## config.mk

```make
export PLATFORM = sky130hd
export DESIGN_NAME = seq_multiplier_16bit
export DESIGN_NICKNAME = d
export VERILOG_FILES = /design/src/rtl/seq_multiplier_16bit.sv
export SDC_FILE = /design/constraint.sdc
export NUM_CORES = 1
export LEC_CHECK = 0
export BUFFER_PORTS_ARGS = -buffer_cell sky130_fd_sc_hd__buf_4
export CORE_MARGIN = 3
export CORE_UTILIZATION = 31
export CTS_CLUSTER_SIZE = 16
export DETAILED_ROUTE_END_ITERATION = 12
export RECOVER_POWER = 100
export SKIP_LAST_GASP = 1
export SYNTH_ARGS = -nofsm -noshare
export SYNTH_HDL_FRONTEND = slang
export SYNTH_SLANG_ARGS = --single-unit
```

## constraint.sdc

```tcl
create_clock -name clk -period 7 [get_ports clk]
set_clock_uncertainty 0.2 [all_clocks]
set_input_delay 1.4 -clock clk [delete_from_list [all_inputs] [get_ports clk]]
set_output_delay 1.4 -clock clk [all_outputs]
set_load 0.01 [all_outputs]
```

## src/rtl/seq_multiplier_16bit.sv

```systemverilog
// Iterative shift-add unsigned multiplier (16x16 -> 32) for the MULTU path into HI/LO.
// Optional feature: define MULT_ZERO_SKIP_EN to finish zero-operand products in one cycle.
`timescale 1ns/1ps

module seq_multiplier_16bit #(
  parameter int unsigned WIDTH = 16
) (
  input  logic                 clk,
  input  logic                 reset,
  input  logic                 start,
  input  logic [WIDTH-1:0]     a,
  input  logic [WIDTH-1:0]     b,
  output logic                 busy,
  output logic                 done,
  output logic [2*WIDTH-1:0]   product
);

  localparam int unsigned CntW = $clog2(WIDTH);

  localparam logic [1:0] StIdle = 2'd0;
  localparam logic [1:0] StRun  = 2'd1;
`ifdef MULT_ZERO_SKIP_EN
  localparam logic [1:0] StZero = 2'd2;
`endif

  logic [1:0]           state_q, state_d;
  logic [WIDTH-1:0]     mcand_q, mcand_d;
  logic [2*WIDTH-1:0]   acc_q, acc_d;
  logic [CntW-1:0]      count_q, count_d;
  logic                 busy_q, busy_d;
  logic                 done_q, done_d;
  logic [2*WIDTH-1:0]   product_q, product_d;

  // Ripple-carry accumulation stage
  logic [WIDTH-1:0]     add_a, add_b, add_sum;
  logic                 add_cin, add_cout;
  logic [WIDTH:0]       carry;
  logic [2*WIDTH-1:0]   acc_shift;

  always_comb begin
    add_a    = acc_q[2*WIDTH-1:WIDTH];
    add_b    = acc_q[0] ? mcand_q : '0;
    add_cin  = 1'b0;
    carry    = '0;
    add_sum  = '0;
    carry[0] = add_cin;
    for (int i = 0; i < int'(WIDTH); i++) begin
      add_sum[i]   = add_a[i] ^ add_b[i] ^ carry[i];
      carry[i+1]   = (add_a[i] & add_b[i]) | (carry[i] & (add_a[i] ^ add_b[i]));
    end
    add_cout = carry[WIDTH];
  end

  // Carry-out becomes the new MSB so FFFF*FFFF stays exact.
  assign acc_shift = {add_cout, add_sum, acc_q[WIDTH-1:1]};

  always_comb begin
    state_d   = state_q;
    mcand_d   = mcand_q;
    acc_d     = acc_q;
    count_d   = count_q;
    busy_d    = busy_q;
    done_d    = 1'b0;
    product_d = product_q;

    case (state_q)
      StIdle: begin
        if (start) begin
          mcand_d = a;
          acc_d   = {{WIDTH{1'b0}}, b};
          count_d = '0;
          busy_d  = 1'b1;
          state_d = StRun;
`ifdef MULT_ZERO_SKIP_EN
          if ((a == '0) || (b == '0)) begin
            state_d = StZero;
          end
`endif
        end
      end
      StRun: begin
        acc_d   = acc_shift;
        count_d = count_q + 1'b1;
        if (count_q == CntW'(WIDTH - 1)) begin
          product_d = acc_shift;
          done_d    = 1'b1;
          busy_d    = 1'b0;
          state_d   = StIdle;
        end
      end
`ifdef MULT_ZERO_SKIP_EN
      StZero: begin
        product_d = '0;
        done_d    = 1'b1;
        busy_d    = 1'b0;
        state_d   = StIdle;
      end
`endif
      default: begin
        busy_d  = 1'b0;
        state_d = StIdle;
      end
    endcase
  end

  always_ff @(posedge clk) begin
    if (reset) begin
      state_q   <= StIdle;
      mcand_q   <= '0;
      acc_q     <= '0;
      count_q   <= '0;
      busy_q    <= 1'b0;
      done_q    <= 1'b0;
      product_q <= '0;
    end else begin
      state_q   <= state_d;
      mcand_q   <= mcand_d;
      acc_q     <= acc_d;
      count_q   <= count_d;
      busy_q    <= busy_d;
      done_q    <= done_d;
      product_q <= product_d;
    end
  end

  assign busy    = busy_q;
  assign done    = done_q;
  assign product = product_q;

endmodule

```

Yosys cells after proc, flatten, opt, wreduce, memory -nomap -nowiden
Index checks and enable logic that the tools add are counted.
Storage, ports and cells
  input bits: 35
  bits in registers: 88
  output and inout bits: 34
  logic and storage cells: 109
Operators by class
  bitwise operators: 78
  reductions and logical operators: 7
  add/subtract/negate cells: 1
  multiplexer cells: 12
  equal/unequal tests: 4
Operators by type and width (count)
  $pmux W32 S2: 1
  $mux W32: 1
  $and A1 B1 Y1: 31
  $xor A1 B1 Y1: 31
  $mux W16: 1
  $or A1 B1 Y1: 15
  $pmux W4 S2: 1
  $reduce_and A2 Y1: 4
  $add A4 B1 Y4 const B: 1
  $eq A4 B4 Y1 const B: 1
  $mux W2: 2
  $mux W4: 1
  $ne A2 B2 Y1 const B: 2
  $pmux W2 S2: 1
  $mux W1: 3
  $eq A2 B1 Y1 const B: 1
  $logic_not A2 Y1: 1
  $pmux W1 S2: 1
  $reduce_bool A2 Y1: 1
  $reduce_or A2 Y1: 1
  $not A1 Y1: 1

Logic depth before layout (Yosys ltp)
  depth in word-level cells: 33
  depth in mapped cells: 25

Least setup slack after synthesis
No wires, ideal clock.
  path type: register to register
  start point: register acc_q[0]
  end point: register acc_q[30]
  setup slack: 270 ps
  data arrival time: 6402 ps
  library setup time: 128 ps
  period minus slack after synthesis: 6730 ps
  required time: 6672 ps
  stages on the path, launching flop included: 26
  cell sequence: dfxtp_1 > and2_1 > ha_1 > inv_1 > fa_1 > fa_1 > fa_1 > fa_1 > fa_1 > fa_1 > fa_1 > inv_1 > fa_1 > inv_1 > fa_1 > fa_1 > inv_1 > fa_1 > inv_1 > fa_1 > fa_1 > fa_1 > fa_1 > nand2b_1 > o31a_1 > nor2_1
On the way
  cells in the longest elaborated chain, start to end: 32
RTL lines
  from (decl): RTL line 28  | logic [2*WIDTH-1:0] acc_q, acc_d;
  from (signal assigned): RTL line 110  | acc_q <= '0;
  from (signal assigned): RTL line 118  | acc_q <= acc_d;
  $mux W16 (*): RTL line 42  | add_b = acc_q[0] ? mcand_q : '0;
  $and A1 B1 Y1 / $xor A1 B1 Y1 (equally long branches): RTL line 49  | carry[i+1] = (add_a[i] & add_b[i]) | (carry[i] & (add_a[i] ^ add_b[i]));
  $and A1 B1 Y1: RTL line 49
  $or A1 B1 Y1: RTL line 49
  $and A1 B1 Y1: RTL line 49
  $or A1 B1 Y1: RTL line 49
  $and A1 B1 Y1: RTL line 49
  $or A1 B1 Y1: RTL line 49
  [16 not listed]
  $and A1 B1 Y1: RTL line 49
  $or A1 B1 Y1: RTL line 49
  $and A1 B1 Y1: RTL line 49
  $or A1 B1 Y1: RTL line 49
  $and A1 B1 Y1: RTL line 49
  $or A1 B1 Y1: RTL line 49
  $xor A1 B1 Y1 (*): RTL line 48  | add_sum[i] = add_a[i] ^ add_b[i] ^ carry[i];
  $pmux W32 S2 (*): RTL line 66  | case (state_q)
Every way passes the cells marked *; elsewhere a longest branch is shown, timed or not.
A chain may end at the register's enable or synchronous reset.

Final worst setup path
Ends and elaborated chain as after synthesis.

==> metrics.md <==
| Metric | Value |
|---|---|
| Outcome | `finished with violations` |
| Failing checks | `capacitance limit, slew limit` |
| CTS sink count | `86` |
| DIE AREA | `13160 um^2` |
| Max Clock Freq | `148.1 MHz` |
| Switching pwr | `233.3 uW` |
| Remaining antenna violation count | `0` |
| Final wirelength | `7953 um` |
| Reg2Reg Setup Slack | `0.25 ns` |
| Hold_sp | `product[27]$_SDFFE_PP0P_` |
| Post-CTS Setup Bufs | `0` |
| P&R area growth vs syn | `19.57%` |
| Leakage | `0.001633 uW` |
| Number of global-route vias before repair | `2632` |
| Yosys reg bits | `86` |
| Diodes inserted | `0` |
| Count of input and output buffers | `68` |
| Fin nets | `488` |
| Required @ worst endpoint | `7.00 ns` |
| Vias | `2696` |
| First-pass GRT wire length | `12900 um` |
| Setup CP Type | `reg -> reg` |
| Total power | `1042 uW` |
| Clk pwr share | `43.6%` |
| Die width | `114.7 um` |
| Proportion of power drawn by combinational gates | `7.4%` |
| Flop pwr share | `49.1%` |
| Initial Utilization | `31.95%` |
| H-tree Lvls | `3` |
| Fin crit share | `96.43%` |
| Critical Path Fanout Max | `2` |
| DR pass1 iterations | `4` |
| Routability Congestion | `0.7912` |
| Synth Instances | `381` |
| CTS max path bufs | `2` |
| Worst r2r dst | `acc_q[30]$_SDFFE_PP0P_` |
| Clock Tree Root | `clkbuf_16` |
| Core Box Area | `11470 um^2` |
| GRT Util Overall | `12.16%` |
| Die Height | `114.7 um` |
| FP Rows | `39` |
| Syn Nets | `433` |
| Maxcap violations | `1` |
| Worst Hold Path Cells | `2` |
| WHS | `0.2514 ns` |
| Worst-skew pair later-pin latency | `0.33 ns` |
| # setup viols final | `0` |
| Startpoint type of the worst setup path | `register` |
| Share of layout cells above drive strength 1 | `16.63%` |
| Syn. warnings | `0` |
| # DRC | `0` |
| Commonest non-fill, non-tap cells in the layout | `dfxtp_1, nand2_1, nor2_1, buf_4, clkbuf_1` |
| WL/cell | `13.66 um` |
| Initial drt markers | `164` |
| Worst min-delay path class | `reg -> reg` |
| Endpoint class of the critical path | `register` |
| Vias per inst | `4.632` |
| Overflow after GRT | `0` |
| Peak supply drop | `0.1286 mV` |
| Commonest non-fill, non-tap cell in the layout | `dfxtp_1` |
| Clock slew at reported path FFs | `0.06 ns` |
| P_int | `808.3 uW` |
| Fin. Hold Viols | `0` |
| Slew Limit Fails | `40` |
| Cell variety after synth | `30` |
| Cell count of the worst reg-to-reg path | `25` |
| Reg-to-Reg Start | `acc_q[0]$_SDFFE_PP0P_` |
| Hold Path End | `product[27]$_SDFFE_PP0P_` |
| Initial antenna violation count | `0` |
| Slew HR | `-38.37%` |
| Hold_buf cts | `0` |
| CTS buffer count | `9` |
| Area of the mapped netlist | `3664 um^2` |
| Worst Path Arrival | `6.75 ns` |
| Min Tclk post-route | `6.750 ns` |
| Syn Area/Cell | `9.616 um^2` |
| CTS tree | `built` |
| I/O pin count | `69` |
| DP HPWL | `5198 um` |
| Worst-margin pin slew | `2.076 ns` |
| Post-synthesis sequential area ratio | `46.99%` |
| Post-layout util | `38.20%` |
| Largest net degree at the start of global routing | `63` |
| Sw Share | `22.40%` |
| Pwr dens | `237.8 nW/um^2` |
critical path, cell delays in order (launching register included):
cell and delay [ns]:
dfxtp_2 0.33, and2_1 0.12, ha_1 0.14, inv_1 0.05, fa_1 0.37, fa_2 0.35, fa_1 0.39, fa_1 0.41
fa_2 0.35, fa_1 0.38, fa_1 0.36, inv_1 0.08, fa_1 0.16, inv_1 0.05, fa_1 0.38, fa_1 0.37
inv_1 0.07, fa_1 0.15, inv_1 0.05, fa_1 0.38, fa_2 0.35, fa_2 0.34, fa_1 0.50, nand2b_1 0.11
o31a_1 0.15, nor2_1 0.04
metrics by stage:
stage	std cells	setup TNS [ns]	setup WS, ns	instance area [um^2]
6_report	582	0	0.2501	4380
2_1_floorplan	381	0	0.2704	3664
4_1_cts	582	0	0.07355	4507
3_3_place_gp	568	0	0.1812	4229
5_1_grt	582	-0.01841	-0.01841	4380
3_5_place_dp	568	0	0.07950	4229
power groups by stage:
stage	clock [uW]	sequential (uW)	combinational, uW
global placement	0	522	75.9
floorplan	0	520	53.9
global route	483	513	85.0
CTS	463	511	77.9
finish	454	511	76.8
detailed placement	0	522	77.5
final cells by class:
cell class | instances | area (um^2)
inverters | 24 | 95.09
clock buffers | 9 | 225.2
multi-input cells | 244 | 1699
flip-flops and latches | 86 | 1724
well taps | 143 | 178.9
fillers | 1178 | 7087
clock inverters | 5 | 52.55
repair buffers | 71 | 405.4
cells by family (layout without fill, tap and decap cells):
kind of cell / after synthesis / in the layout / synth area share [%]
mux: 32 / 32 / 9.289
fa+ha+maj: 17 / 17 / 8.880
buf+inv: 51 / 109 / 6.626
flops: 86 / 86 / 46.99
simple gates: 122 / 122 / 14.65
xor+xnor: 1 / 1 / 0.2391
compound gates: 72 / 72 / 13.32
routing by layer:
layer	wire, um	global-route usage (%)	vias to the layer above
met5	0	0	-
li1	-	-	1367
met3	553	4.493	5
met2	3467	18.55	65
met1	3870	16.72	1259
met4	62	2.347	0
worst max-delay path by stage:
stage	startpoint	to
after floorplan	acc_q[0]$_SDFFE_PP0P_	acc_q[30]$_SDFFE_PP0P_
after global placement	acc_q[0]$_SDFFE_PP0P_	acc_q[30]$_SDFFE_PP0P_
after detailed placement	acc_q[0]$_SDFFE_PP0P_	acc_q[30]$_SDFFE_PP0P_
after CTS	acc_q[0]$_SDFFE_PP0P_	acc_q[30]$_SDFFE_PP0P_
after global routing	acc_q[0]$_SDFFE_PP0P_	acc_q[30]$_SDFFE_PP0P_
final	acc_q[0]$_SDFFE_PP0P_	acc_q[30]$_SDFFE_PP0P_
state kept, by name (all words and copies together) (netlist names):
name,count
mcand_q,16
acc_q,32
product,32
busy,1
count_q,4
done,1
synthesized netlist by cell type (all sizes together):
cell / instances / area share, %
o21ai: 14 / 1.9
nor3b: 8 / 1.6
nor2: 35 / 3.6
a211oi: 1 / 0.20
dfxtp: 86 / 47
nand3: 1 / 0.14
or2: 1 / 0.24
a41oi: 1 / 0.44
mux2: 16 / 4.9
a22o: 18 / 4.3
ha: 2 / 0.68
clkinv: 1 / 0.24
and2: 3 / 0.51
o21a: 2 / 0.41
fa: 15 / 8.2
a21oi: 25 / 3.4
clkbuf: 10 / 1.1
nor2b: 1 / 0.17
nand4: 1 / 0.17
buf: 17 / 2.9
o31a: 11 / 2.6
xor2: 1 / 0.24
nand2b: 12 / 2.0
inv: 23 / 2.4
mux2i: 16 / 4.4
nand2: 60 / 6.1
repair_timing:
item                                    in CTS  in global routing
resized for setup                            0                  6
endpoints found under the hold margin        0                  0
endpoints found under the setup margin       0                  2
Note: power is estimated with default switching activity, not from simulation.
